**src/rtl/lock_pkg.sv**
```systemverilog
// Shared types and helpers for the canal lock controller.
// Holds FSM states, travel direction and the level width helper.
package lock_pkg;

  typedef enum logic [2:0] {
    IDLE,
    PREP,
    OPEN_IN,
    WAIT_IN,
    MOVE,
    OPEN_OUT,
    WAIT_OUT
  } state_t;

  typedef enum logic {
    W2E,
    E2W
  } dir_t;

  function automatic int level_w(input int max);
    return $clog2(max + 1);
  endfunction

endpackage

```
**src/rtl/water_level.sv**
```systemverilog
// Pound water level: step prescaler plus saturating level counter.
// Level moves one unit after every STEP consecutive fill/drain cycles.
module water_level
  import lock_pkg::*;
#(
  parameter int LEVEL_MAX = 10,
  parameter int STEP      = 4
) (
  input  logic                          clk,
  input  logic                          reset,
  input  logic                          fill,
  input  logic                          drain,
  output logic [level_w(LEVEL_MAX)-1:0] level
);

  localparam int LW = level_w(LEVEL_MAX);
  localparam int CW = $clog2(STEP + 1);

  localparam logic [LW-1:0] LMAX = LW'(LEVEL_MAX);

  logic [CW-1:0] cnt;
  logic          wrap;

  assign wrap = (cnt == CW'(STEP - 1));

  always_ff @(posedge clk) begin
    if (reset) begin
      cnt   <= '0;
      level <= '0;
    end else if (!fill && !drain) begin
      cnt <= '0;
    end else if (wrap) begin
      cnt <= '0;
      if (fill && level != LMAX)
        level <= level + 1'b1;
      else if (drain && level != '0)
        level <= level - 1'b1;
    end else begin
      cnt <= cnt + 1'b1;
    end
  end

endmodule

```
**src/rtl/lock_controller.sv**
```systemverilog
// Canal lock sequencer: levels the pound, admits a gondola,
// moves it to the far side and lets it out.
module lock_controller
  import lock_pkg::*;
#(
  parameter int LEVEL_MAX = 10,
  parameter int STEP      = 4,
  parameter int TIMEOUT   = 16
) (
  input  logic                          clk,
  input  logic                          reset,
  input  logic                          arriveW,
  input  logic                          arriveE,
  input  logic                          inLock,
  output logic                          openW,
  output logic                          openE,
  output logic                          fill,
  output logic                          drain,
  output logic [level_w(LEVEL_MAX)-1:0] level,
  output logic                          busy
);

  localparam int LW = level_w(LEVEL_MAX);
  localparam int TW = $clog2(TIMEOUT + 1);

  localparam logic [LW-1:0] LMAX = LW'(LEVEL_MAX);

  state_t        state, state_n;
  dir_t          dir, dir_n;
  logic [TW-1:0] tcnt;
  logic [LW-1:0] entry, exit_lvl, arr_entry;

  assign entry     = (dir == W2E) ? '0 : LMAX;
  assign exit_lvl  = (dir == W2E) ? LMAX : '0;
  assign arr_entry = arriveW ? '0 : LMAX;

  always_ff @(posedge clk) begin
    if (reset) begin
      state <= IDLE;
      dir   <= W2E;
    end else begin
      state <= state_n;
      dir   <= dir_n;
    end
  end

  // Counts consecutive empty WAIT_IN cycles.
  always_ff @(posedge clk) begin
    if (reset || state != WAIT_IN || inLock)
      tcnt <= '0;
    else
      tcnt <= tcnt + 1'b1;
  end

  always_comb begin
    state_n = state;
    dir_n   = dir;
    fill    = 1'b0;
    drain   = 1'b0;
    openW   = 1'b0;
    openE   = 1'b0;
    busy    = (state != IDLE);
    unique case (state)
      IDLE: begin
        if (arriveW || arriveE) begin
          dir_n   = arriveW ? W2E : E2W;
          state_n = (level == arr_entry) ? OPEN_IN : PREP;
        end
      end
      PREP: begin
        if (level == entry)
          state_n = OPEN_IN;
        else if (level < entry)
          fill = 1'b1;
        else
          drain = 1'b1;
      end
      OPEN_IN: begin
        openW   = (dir == W2E);
        openE   = (dir == E2W);
        state_n = WAIT_IN;
      end
      WAIT_IN: begin
        if (inLock)
          state_n = MOVE;
        else if (tcnt == TW'(TIMEOUT - 1))
          state_n = IDLE;
      end
      MOVE: begin
        if (level == exit_lvl)
          state_n = OPEN_OUT;
        else if (level < exit_lvl)
          fill = 1'b1;
        else
          drain = 1'b1;
      end
      OPEN_OUT: begin
        openE   = (dir == W2E);
        openW   = (dir == E2W);
        state_n = WAIT_OUT;
      end
      WAIT_OUT: begin
        if (!inLock)
          state_n = IDLE;
      end
      default: state_n = IDLE;
    endcase
  end

  water_level #(
    .LEVEL_MAX(LEVEL_MAX),
    .STEP     (STEP)
  ) u_level (
    .clk  (clk),
    .reset(reset),
    .fill (fill),
    .drain(drain),
    .level(level)
  );

endmodule

```
**config.mk**
```make
export PLATFORM = sky130hd
export DESIGN_NAME = lock_controller
export DESIGN_NICKNAME = d
export VERILOG_FILES = /design/src/rtl/lock_pkg.sv /design/src/rtl/water_level.sv /design/src/rtl/lock_controller.sv
export SDC_FILE = /design/constraint.sdc
export NUM_CORES = 1
export LEC_CHECK = 0
export BUFFER_PORTS_ARGS = -buffer_cell sky130_fd_sc_hd__buf_2
export CORE_AREA = 2 2 50 52
export DETAILED_ROUTE_END_ITERATION = 10
export DIE_AREA = 0 0 52 54
export PLACE_DENSITY_LB_ADDON = 0.12
export SLEW_MARGIN = 10
export SYNTH_ARGS = -nofsm -noshare
export SYNTH_HDL_FRONTEND = slang
export SYNTH_SLANG_ARGS = --single-unit
```
**constraint.sdc**
```tcl
create_clock -name clk -period 2.8 [get_ports clk]
set_input_delay 0.28 -clock clk [delete_from_list [all_inputs] [get_ports clk]]
set_output_delay 0.28 -clock clk [all_outputs]
set_load 0.03 [all_outputs]
```
== After elaboration in Yosys (flattened, before gate mapping) ==
Index checks and enable logic that the tools add are counted.
Cells by class
  $add $sub $neg: 4
  $lt $le $gt $ge: 2
  equality and inequality tests: 18
  muxes and demuxes: 26
  bitwise operators: 2
  reduce and logical (&&, ||, !) cells: 16
Operator list (count)
  $pmux 3 s7: 1
  $mux 4: 5
  $mux 3: 6
  $eq 4x4->1: 3
  $eq 3x2->1 const B: 3
  $eq 3x3->1 const B: 3
  $mux 1: 9
  $lt 4x4->1: 2
  $ne 2x2->1 const B: 4
  $pmux 1 s2: 4
  $add 5x1->5 const B: 1
  $eq 5x4->1 const B: 1
  $reduce_and 5->1: 1
  $add 4x1->4 const B: 1
  $ne 4x4->1 const B: 1
  $reduce_bool 4->1: 1
  $sub 4x1->4 const B: 1
  $add 3x1->3 const B: 1
  $eq 3x1->1 const B: 1
  $logic_and 1x1->1: 3
  $logic_not 3->1: 1
  $logic_or 1x1->1: 3
  $ne 3x2->1 const B: 1
  $ne 3x3->1 const B: 1
  8 further kinds: 10
Word-level totals
  register bits after elaboration: 16
  output and inout bits: 9

== Depth between registers and ports, before layout ==
Gate-level depths: netlist (run 1).
  depth in word-level cells: 9
  gate-level depth with buffers: 11

== By module ==
A second synthesis (run 1) with hierarchy kept.
Second synthesis, totals
  cell total of the unflattened synthesis: 121
  area total of the unflattened synthesis: 1038.5 µm²
Modules (own cells, without submodules)
  lock_controller: times used 1, cells an instance 78, area an instance 629.4 µm²
  water_level: times used 1, cells an instance 43, area an instance 409.1 µm²

== Least setup slack after synthesis (run 1) ==
Ideal clock, no wire load.
  path kind: reg-to-reg
  start point: register u_level.level[1]
  end point: register u_level.level[3]
  arrival: 2844 ps
  required time: 2684 ps
  setup slack: -160 ps
  cell stages (with the launch flop): 12
  buffers on the path: 0
  period minus slack after synthesis: 2960 ps
  cell sequence: dfxtp_1 > inv_1 > ha_1 > nor4b_2 > a2111oi_4 > o32ai_2 > ha_1 > a21o_1 > a21oi_1 > xnor2_1 > a21oi_1 > a31o_1
Between the ends
  longest elaborated chain between the ends: 8
  elaborated cells between the ends (all ways): 28
  those cells by class: add/sub (2); order compare (2); eq/ne (3); mux (12); bitwise (1); reduce/logical (8)
RTL lines
  start, declared: RTL line water_level.sv:13  | output logic [level_w(LEVEL_MAX)-1:0] level
  start signal, assigned: RTL line water_level.sv:35  | level <= level + 1'b1;
  start signal, assigned: RTL line water_level.sv:37  | level <= level - 1'b1;
  $lt 4x4->1, on equally long branches: RTL line lock_controller.sv:92, lock_controller.sv:73
  $mux 1, on equally long branches: RTL line lock_controller.sv:92, lock_controller.sv:73
  $mux 1, on equally long branches: RTL line lock_controller.sv:90, lock_controller.sv:71
  $pmux 1 s2: RTL line lock_controller.sv:63  | unique case (state)
  $logic_not 1->1: RTL line water_level.sv:30  | end else if (!fill && !drain) begin
  $logic_and 1x1->1: RTL line water_level.sv:30
  $not 1->1 (no line)
  $reduce_and 3->1 (no line)
Parallel ways exist; a longest one is shown, timed or not. The select of a mux whose other input is x is not followed.
A chain may end at the register's enable or synchronous reset.

== Final worst setup path (run 1) ==
  start point: register dir
  end point: register u_level.level[3]
Between the ends
  longest elaborated chain between the ends: 9
  elaborated cells between the ends (all ways): 25
  those cells by class: order compare (2); eq/ne (2); mux (13); bitwise (1); reduce/logical (7)
RTL lines
  start, declared: RTL line lock_controller.sv:29  | dir_t dir, dir_n;
  start signal, assigned: RTL line lock_controller.sv:43  | dir <= dir_n;
  $mux 4, on equally long branches: RTL line lock_controller.sv:34, lock_controller.sv:33
  $lt 4x4->1, on equally long branches: RTL line lock_controller.sv:92, lock_controller.sv:73
  $mux 1, on equally long branches: RTL line lock_controller.sv:92, lock_controller.sv:73
  $mux 1, on equally long branches: RTL line lock_controller.sv:90, lock_controller.sv:71
  $pmux 1 s2: RTL line lock_controller.sv:63
  $logic_not 1->1: RTL line water_level.sv:30
  $logic_and 1x1->1: RTL line water_level.sv:30
  $not 1->1 (no line)
  $reduce_and 3->1 (no line)
Parallel ways exist; a longest one is shown, timed or not.

==> results of run 1 <==
sequential cells by signal, indices dropped and copies added, names as in the netlist:
signal	flops
dir	1
state	3
tcnt	5
u_level.cnt	3
u_level.level	4
where the power goes:
part | internal, mW | switching [mW]
sequential | 0.241 | 0.0127
clock | 0.0794 | 0.0799
combinational | 0.0982 | 0.149
total | 0.419 | 0.241
critical path, delay by kind of cell, from the launching register on:
| family | cells | cell delay, ns |
|---|---|---|
| AOI/OAI and AO/OA | 5 | 1.00 |
| xor gates and xnor gates | 1 | 0.16 |
| adders and majority gates | 2 | 0.61 |
| buffers and inverters | 2 | 0.26 |
| DFF | 1 | 0.34 |
| and+or+nand+nor | 1 | 0.19 |
cells in the mapped netlist (2+ instances only):
master | n | share of area [%]
nor3_1 | 3 | 1.4
xnor2_1 | 4 | 3.2
ha_1 | 10 | 11
or3b_1 | 2 | 1.6
nor2_1 | 19 | 6.5
nor4b_2 | 2 | 2.7
nand4_1 | 2 | 1.1
nand2b_1 | 4 | 2.3
mux2i_1 | 2 | 1.8
a21oi_1 | 8 | 3.6
dfxtp_1 | 16 | 29
a2111oi_4 | 2 | 5.0
nand2_1 | 11 | 3.8
inv_1 | 10 | 3.4
clkbuf_1 | 4 | 1.4
a21o_1 | 2 | 1.4
o21ai_0 | 5 | 2.3
cells by family (layout without fill, tap and decap cells):
logic type,count (synthesis),after routing
AO/OA/AOI/OAI,27,27
XOR/XNOR,5,5
adder cells (fa/ha/maj),11,11
buffers and inverters,14,36
flip-flops,16,16
multiplexers,2,2
AND/OR/NAND/NOR,52,52
worst paths after layout:
check	end	slack, ns	cells past startpoint
worst max register to register	u_level.level[3]	0.13	11
worst max-delay path	u_level.level[3]	0.13	11
worst min register to register	u_level.cnt[0]	0.42	1
worst min-delay path	dir	0.19	2
layer usage:
layer	vias up	track usage [%]
met5	-	0
met4	0	9.65
met3	5	3.61
met2	21	33.8
met1	441	21.7
li1	492	-
through the flow:
stage               worst slack, ns  cell area [µm²]  cells  utilization [%]
finish                        0.130             1290    179             55.8
global route                0.00535             1290    179             55.8
CTS                          0.0663             1290    179             55.7
detailed placement           0.0862             1260    175             54.2
global placement              0.156             1260    175             54.2
floorplan                   0.00108             1100    127                -
final cells by class:
class,instances,area [µm²],area share [%]
Tap cell,30,37.5,2.90
Clock buffer,4,36.3,2.80
Sequential cell,16,323,24.9
Multi-Input combinational cell,97,728,56.2
Timing Repair Buffer,22,133,10.2
Inverter,10,37.5,2.90
==> impl_metrics.env, run 1 <==
export IMPL_status="finished, final reports clean"
export IMPL_crit_type="flop to flop"
export IMPL_wl_met2_um=1150
export IMPL_hpwlAfterDp_um=1820
export IMPL_start_util_pct=47.4
export IMPL_netlist_area_um2=1100
export IMPL_n_fill_cell=220
export IMPL_async_reset_ff_share_pct=0
export IMPL_die_h_um=54
export IMPL_grt_pass1_vias=911
export IMPL_htreeDepth=1
export IMPL_worstHoldPathType="primary input to flop"
export IMPL_final_cell_mix="nor2_1 (19), dfxtp_1 (14), buf_2 (13)"
export IMPL_die_area_um2=2810
export IMPL_power_mw=0.660
export IMPL_synth_fp_nets=143
export IMPL_setup_viol=0
export IMPL_critPathMaxStageDelay_ns=0.39
export IMPL_cp_start_kind="flop"
export IMPL_worstPathCellList="inv_1 > ha_1 > nor4b_2 > a2111oi_4 > o32ai_2 > buf_4 > ha_1 > a21oi_1 > xnor2_1 > a21oi_1 > a31o_1"
export IMPL_power_density_nw_per_um2=510
export IMPL_wl_met3_um=83
export IMPL_synth_edf_count=0
export IMPL_final_common_cell="nor2_1"
export IMPL_grt_antenna_before_repair=0
export IMPL_root_buffer="clkbuf_4"
export IMPL_finClkSkew_ns=0.0106
export IMPL_drt_met1_wl_um=992
export IMPL_drv_cap=0
export IMPL_power_leakage_nw=0.559
export IMPL_synthSimpleGateAreaFrac_pct=24.9
export IMPL_r2r_start="dir"
export IMPL_grtUsageTotal_pct=19.0
export IMPL_hold_buffers=0
export IMPL_cts_resized=0
export IMPL_routed_via_count=959
export IMPL_die_w_um=52
export IMPL_syn_inst=127
export IMPL_drt_pass1_iterations=4
export IMPL_post_route_period_util_pct=95.3
export IMPL_slowest_stage="a2111oi_4"
export IMPL_drc=0
export IMPL_routedWlPerCell_um=12.7
export IMPL_cts_tree="built"
export IMPL_fp_coreArea_um2=2320
export IMPL_cp_startpoint="dir"
export IMPL_synthAdderAreaFrac_pct=13.2
export IMPL_diodes=0
export IMPL_syn2layout_area_growth_pct=17.9
export IMPL_tns_ns=0
export IMPL_drive_gt1_share_pct=25.5
export IMPL_slew_headroom_pct=67.3
export IMPL_yosys_warnings=0
export IMPL_gp_congestion=0.818
export IMPL_peakVddDrop_uv=366
export IMPL_muxShareOfSynthArea_pct=1.82
export IMPL_top_layer="met4"
export IMPL_cts_setup_buffers=0
export IMPL_via_per_inst=5.36
export IMPL_io_buffers=13
export IMPL_ys_seq_elements=16
export IMPL_worst_slew_pin_slew_ns=0.486
export IMPL_ys_flop_type="dfxtp_1"
export IMPL_synth_compound_area_share_pct=22.1
export IMPL_numCtsBuffers=3
export IMPL_hold_viol=0
export IMPL_crit_path_end_kind="flop"
export IMPL_clock_latency_ns=0.30
export IMPL_wl_um=2270
export IMPL_synth_cell_types=38
export IMPL_drt_iter0_drc=15
export IMPL_synth_xor_area_share_pct=3.99
export IMPL_grt_pass1_wl_um=3880
export IMPL_final_min_clock_period_ns=2.67
export IMPL_ys_seq_area_share_pct=29.2
export IMPL_hold_ws_ns=0.190
export IMPL_crit_fanout=4
export IMPL_fmax_mhz=375
export IMPL_num_nets_final=166
export IMPL_path_clk_slew_ns=0.10
export IMPL_drv_slew=0
export IMPL_synth_top_family_by_area="simple AND/OR/NAND/NOR gates"
export IMPL_core_rowCount=18
export IMPL_cts_buffer_depth=2
export IMPL_min_from="arriveW"
export IMPL_cts_sinks=16
export IMPL_overflow=0
export IMPL_synth_area_per_cell_um2=8.65
export IMPL_ios=14
export IMPL_cp_required_ns=2.99
export IMPL_postRouteAntennaNets=0
export IMPL_rsz0062_at_grt="no"
export IMPL_arrival_ns=2.86
export IMPL_grt_max_degree=13
Note: power is estimated with default switching activity, not from simulation.
==> run 2, diff against run 1 <==
- CORE_AREA: 2 2 50 52 -> 2 2 49 51
- DIE_AREA: 0 0 52 54 -> 0 0 51 53
- SYNTH_HIERARCHICAL: default -> 1
==> run 2 against run 1 <==
The flow now finishes with violations (setup timing); clock skew is 0.0073 ns lower; sequential share of layout area is 0.99 points lower; critical path depth stayed put; final cell count is 1.7% higher; via count is 2.8% higher; final area is 7.0% higher; register-to-register slack worse by 0.27 ns; worst setup slack worse by 0.27 ns; count of clock-buffer cells in the layout stayed put; highest routed layer is now met3; non-clock buffer count is 9 higher; clock power hardly changed; global-route usage is 0.21 points higher.
==> impl_metrics.env, run 2 <==
export IMPL_synth_cell_types=40
export IMPL_power_leakage_nw=0.594
export IMPL_finClkSkew_ns=0.00326
export IMPL_muxShareOfSynthArea_pct=2.41
export IMPL_synth_top_area_cell="dfxtp_1"
export IMPL_fmax_mhz=340
export IMPL_peakVddDrop_uv=456
export IMPL_die_area_um2=2700
export IMPL_top_regs="tcnt x5, u_level/level x4"
export IMPL_grt_pass1_vias=916
export IMPL_routed_via_count=986
export IMPL_stdcell_count=182
export IMPL_final_cell_mix="buf_4 (18), nor2_1 (14), buf_2 (13), dfxtp_1 (13), a21oi_1 (8)"
export IMPL_ys_seq_elements=16
export IMPL_synthSimpleGateAreaFrac_pct=28.3
export IMPL_status="finished with violations"
export IMPL_pre_cts_ws_ns=-0.143
export IMPL_synthTopCellsByCount="dfxtp_1 (16), nor2_1 (14), ha_1 (10)"
export IMPL_arrival_ns=3.13
export IMPL_drc=0
export IMPL_core_rowCount=17
export IMPL_cts_tree="built"
export IMPL_gp_congestion=0.917
export IMPL_n_fill_cell=186
export IMPL_crit_type="flop to flop"
export IMPL_crit_fanout=3
export IMPL_largest_register="tcnt"
export IMPL_wl_um=2310
export IMPL_root_buffer="clkbuf_4"
export IMPL_cp_start_kind="flop"
export IMPL_hold_viol=0
export IMPL_setup_viol=4
export IMPL_drive_gt1_share_pct=33.8
export IMPL_async_reset_ff_share_pct=0
export IMPL_synth_xor_area_share_pct=2.53
export IMPL_synth_area_per_cell_um2=8.58
export IMPL_drv_slew=0
export IMPL_tns_ns=-0.232
export IMPL_yosysMostFrequentCell="dfxtp_1"
export IMPL_rsz0062_at_grt="yes"
export IMPL_violations="setup timing"
export IMPL_ys_flop_type="dfxtp_1"
export IMPL_ios=14
export IMPL_clock_latency_ns=0.29
export IMPL_start_util_pct=48.3
export IMPL_crit_path_end_kind="flop"
export IMPL_synth_edf_count=0
export IMPL_routedWlPerCell_um=12.7
export IMPL_synth_top_area_share_pct=30.8
export IMPL_synth_top_family_by_area="simple AND/OR/NAND/NOR gates"
export IMPL_final_common_cell="buf_4"
export IMPL_layout_setup_ws_ns=-0.143
export IMPL_num_nets_final=171
export IMPL_cp_required_ns=2.99
export IMPL_ys_seq_area_share_pct=30.8
export IMPL_cts_sinks=16
export IMPL_stdcell_area_um2=1390
export IMPL_die_h_um=53
export IMPL_path_clk_slew_ns=0.11
export IMPL_hold_buffers=0
export IMPL_hpwlAfterDp_um=1810
export IMPL_final_min_clock_period_ns=2.94
export IMPL_post_dp_cell_area_um2=1340
export IMPL_cts_buffer_depth=2
export IMPL_grt_antenna_before_repair=0
export IMPL_htreeDepth=1
export IMPL_worst_slew_pin_slew_ns=0.461
export IMPL_fp_coreArea_um2=2150
export IMPL_post_route_period_util_pct=105
export IMPL_slew_headroom_pct=68.8
export IMPL_grt_pass1_wl_um=3940
export IMPL_syn2layout_area_growth_pct=33.4
export IMPL_postRouteAntennaNets=0
export IMPL_netlist_area_um2=1040
export IMPL_synth_fp_nets=137
export IMPL_drt_pass1_iterations=4
export IMPL_worstHoldPathType="primary input to flop"
export IMPL_grt_max_degree=14
export IMPL_drv_cap=0
export IMPL_overflow=0
export IMPL_via_per_inst=5.42
export IMPL_diodes=0
export IMPL_synthAdderAreaFrac_pct=14.0
export IMPL_grtUsageTotal_pct=19.2
export IMPL_synth_compound_area_share_pct=18.0
export IMPL_dp_cells=178
export IMPL_power_density_nw_per_um2=484
export IMPL_syn_inst=121
export IMPL_numCtsBuffers=3
export IMPL_io_buffers=13
export IMPL_drt_iter0_drc=22
export IMPL_yosys_warnings=6
export IMPL_largest_register_ff_count=5
export IMPL_synth_area_leaders="dfxtp_1 (31%), ha_1 (12%), nor2_1 (5.1%), a21oi_1 (3.9%), inv_1 (3.3%)"
export IMPL_die_w_um=51
## run 2: metal layers
metal	part of all wire [%]	track usage [%]	routed length, µm	up-vias
met5	0	0	0	-
met4	0	2.70	0	0
met3	3.2	4.24	75	0
met2	49	33.8	1130	15
met1	48	24.5	1100	470
li1	-	-	-	501
## run 2: through the flow
step / util [%] / hold WS, ns / total power [mW]
after floorplan: - / 0.339 / 0.429
after global placement: 62.5 / 0.407 / 0.507
after detailed placement: 62.5 / 0.414 / 0.513
after CTS: 64.2 / 0.218 / 0.669
after global routing: 64.5 / 0.211 / 0.710
final: 64.5 / 0.220 / 0.671
## run 2: power by group
part / leakage [nW] / total [mW] / internal [mW] / switching (mW)
clock: 0.0210 / 0.159 / 0.0791 / 0.0804
combinational: 0.441 / 0.252 / 0.112 / 0.140
sequential: 0.132 / 0.260 / 0.241 / 0.0185
## run 2: path summary, 6_finish.rpt
path	startpoint	slack (ns)	depth (start not counted)	to
worst min register to register	u_level/cnt[0]	0.42	1	u_level/cnt[0]
worst max register to register	dir	-0.14	11	u_level/level[3]
worst min-delay path	arriveW	0.22	2	dir
worst max-delay path	dir	-0.14	11	u_level/level[3]
## run 2: worst max-delay path, cell delays in order, from the launching register on
cell,delay (ns)
dfxtp_4,0.37
inv_4,0.05
ha_4,0.22
or4b_1,0.51
and3_4,0.20
a22o_4,0.23
nand2_4,0.09
ha_4,0.21
a21o_1,0.17
a211o_1,0.28
a211oi_2,0.21
mux2_4,0.31
## run 2: repair_timing
action,4_1_cts,5_1_grt
setup buffers,0,0
endpoints found under the setup margin,4,4
resized for setup,0,1
cloned,0,0
## run 2: kinds of logic after synthesis
group / after synthesis
AND/OR/NAND/NOR: 50
AO/OA/AOI/OAI: 28
flip-flops: 16
buffers and inverters: 11
adder cells (fa/ha/maj): 11
XOR/XNOR: 3
multiplexers: 2
## run 2: area by class of cell
| cell class | count | area (µm²) | area share, % |
|---|---|---|---|
| inverter | 9 | 38.8 | 2.80 |
| clock buffer | 4 | 36.3 | 2.62 |
| sequential | 16 | 332 | 23.9 |
| multi-input combinational | 94 | 743 | 53.7 |
| tap | 28 | 35.0 | 2.53 |
| timing repair buffer | 31 | 200 | 14.5 |
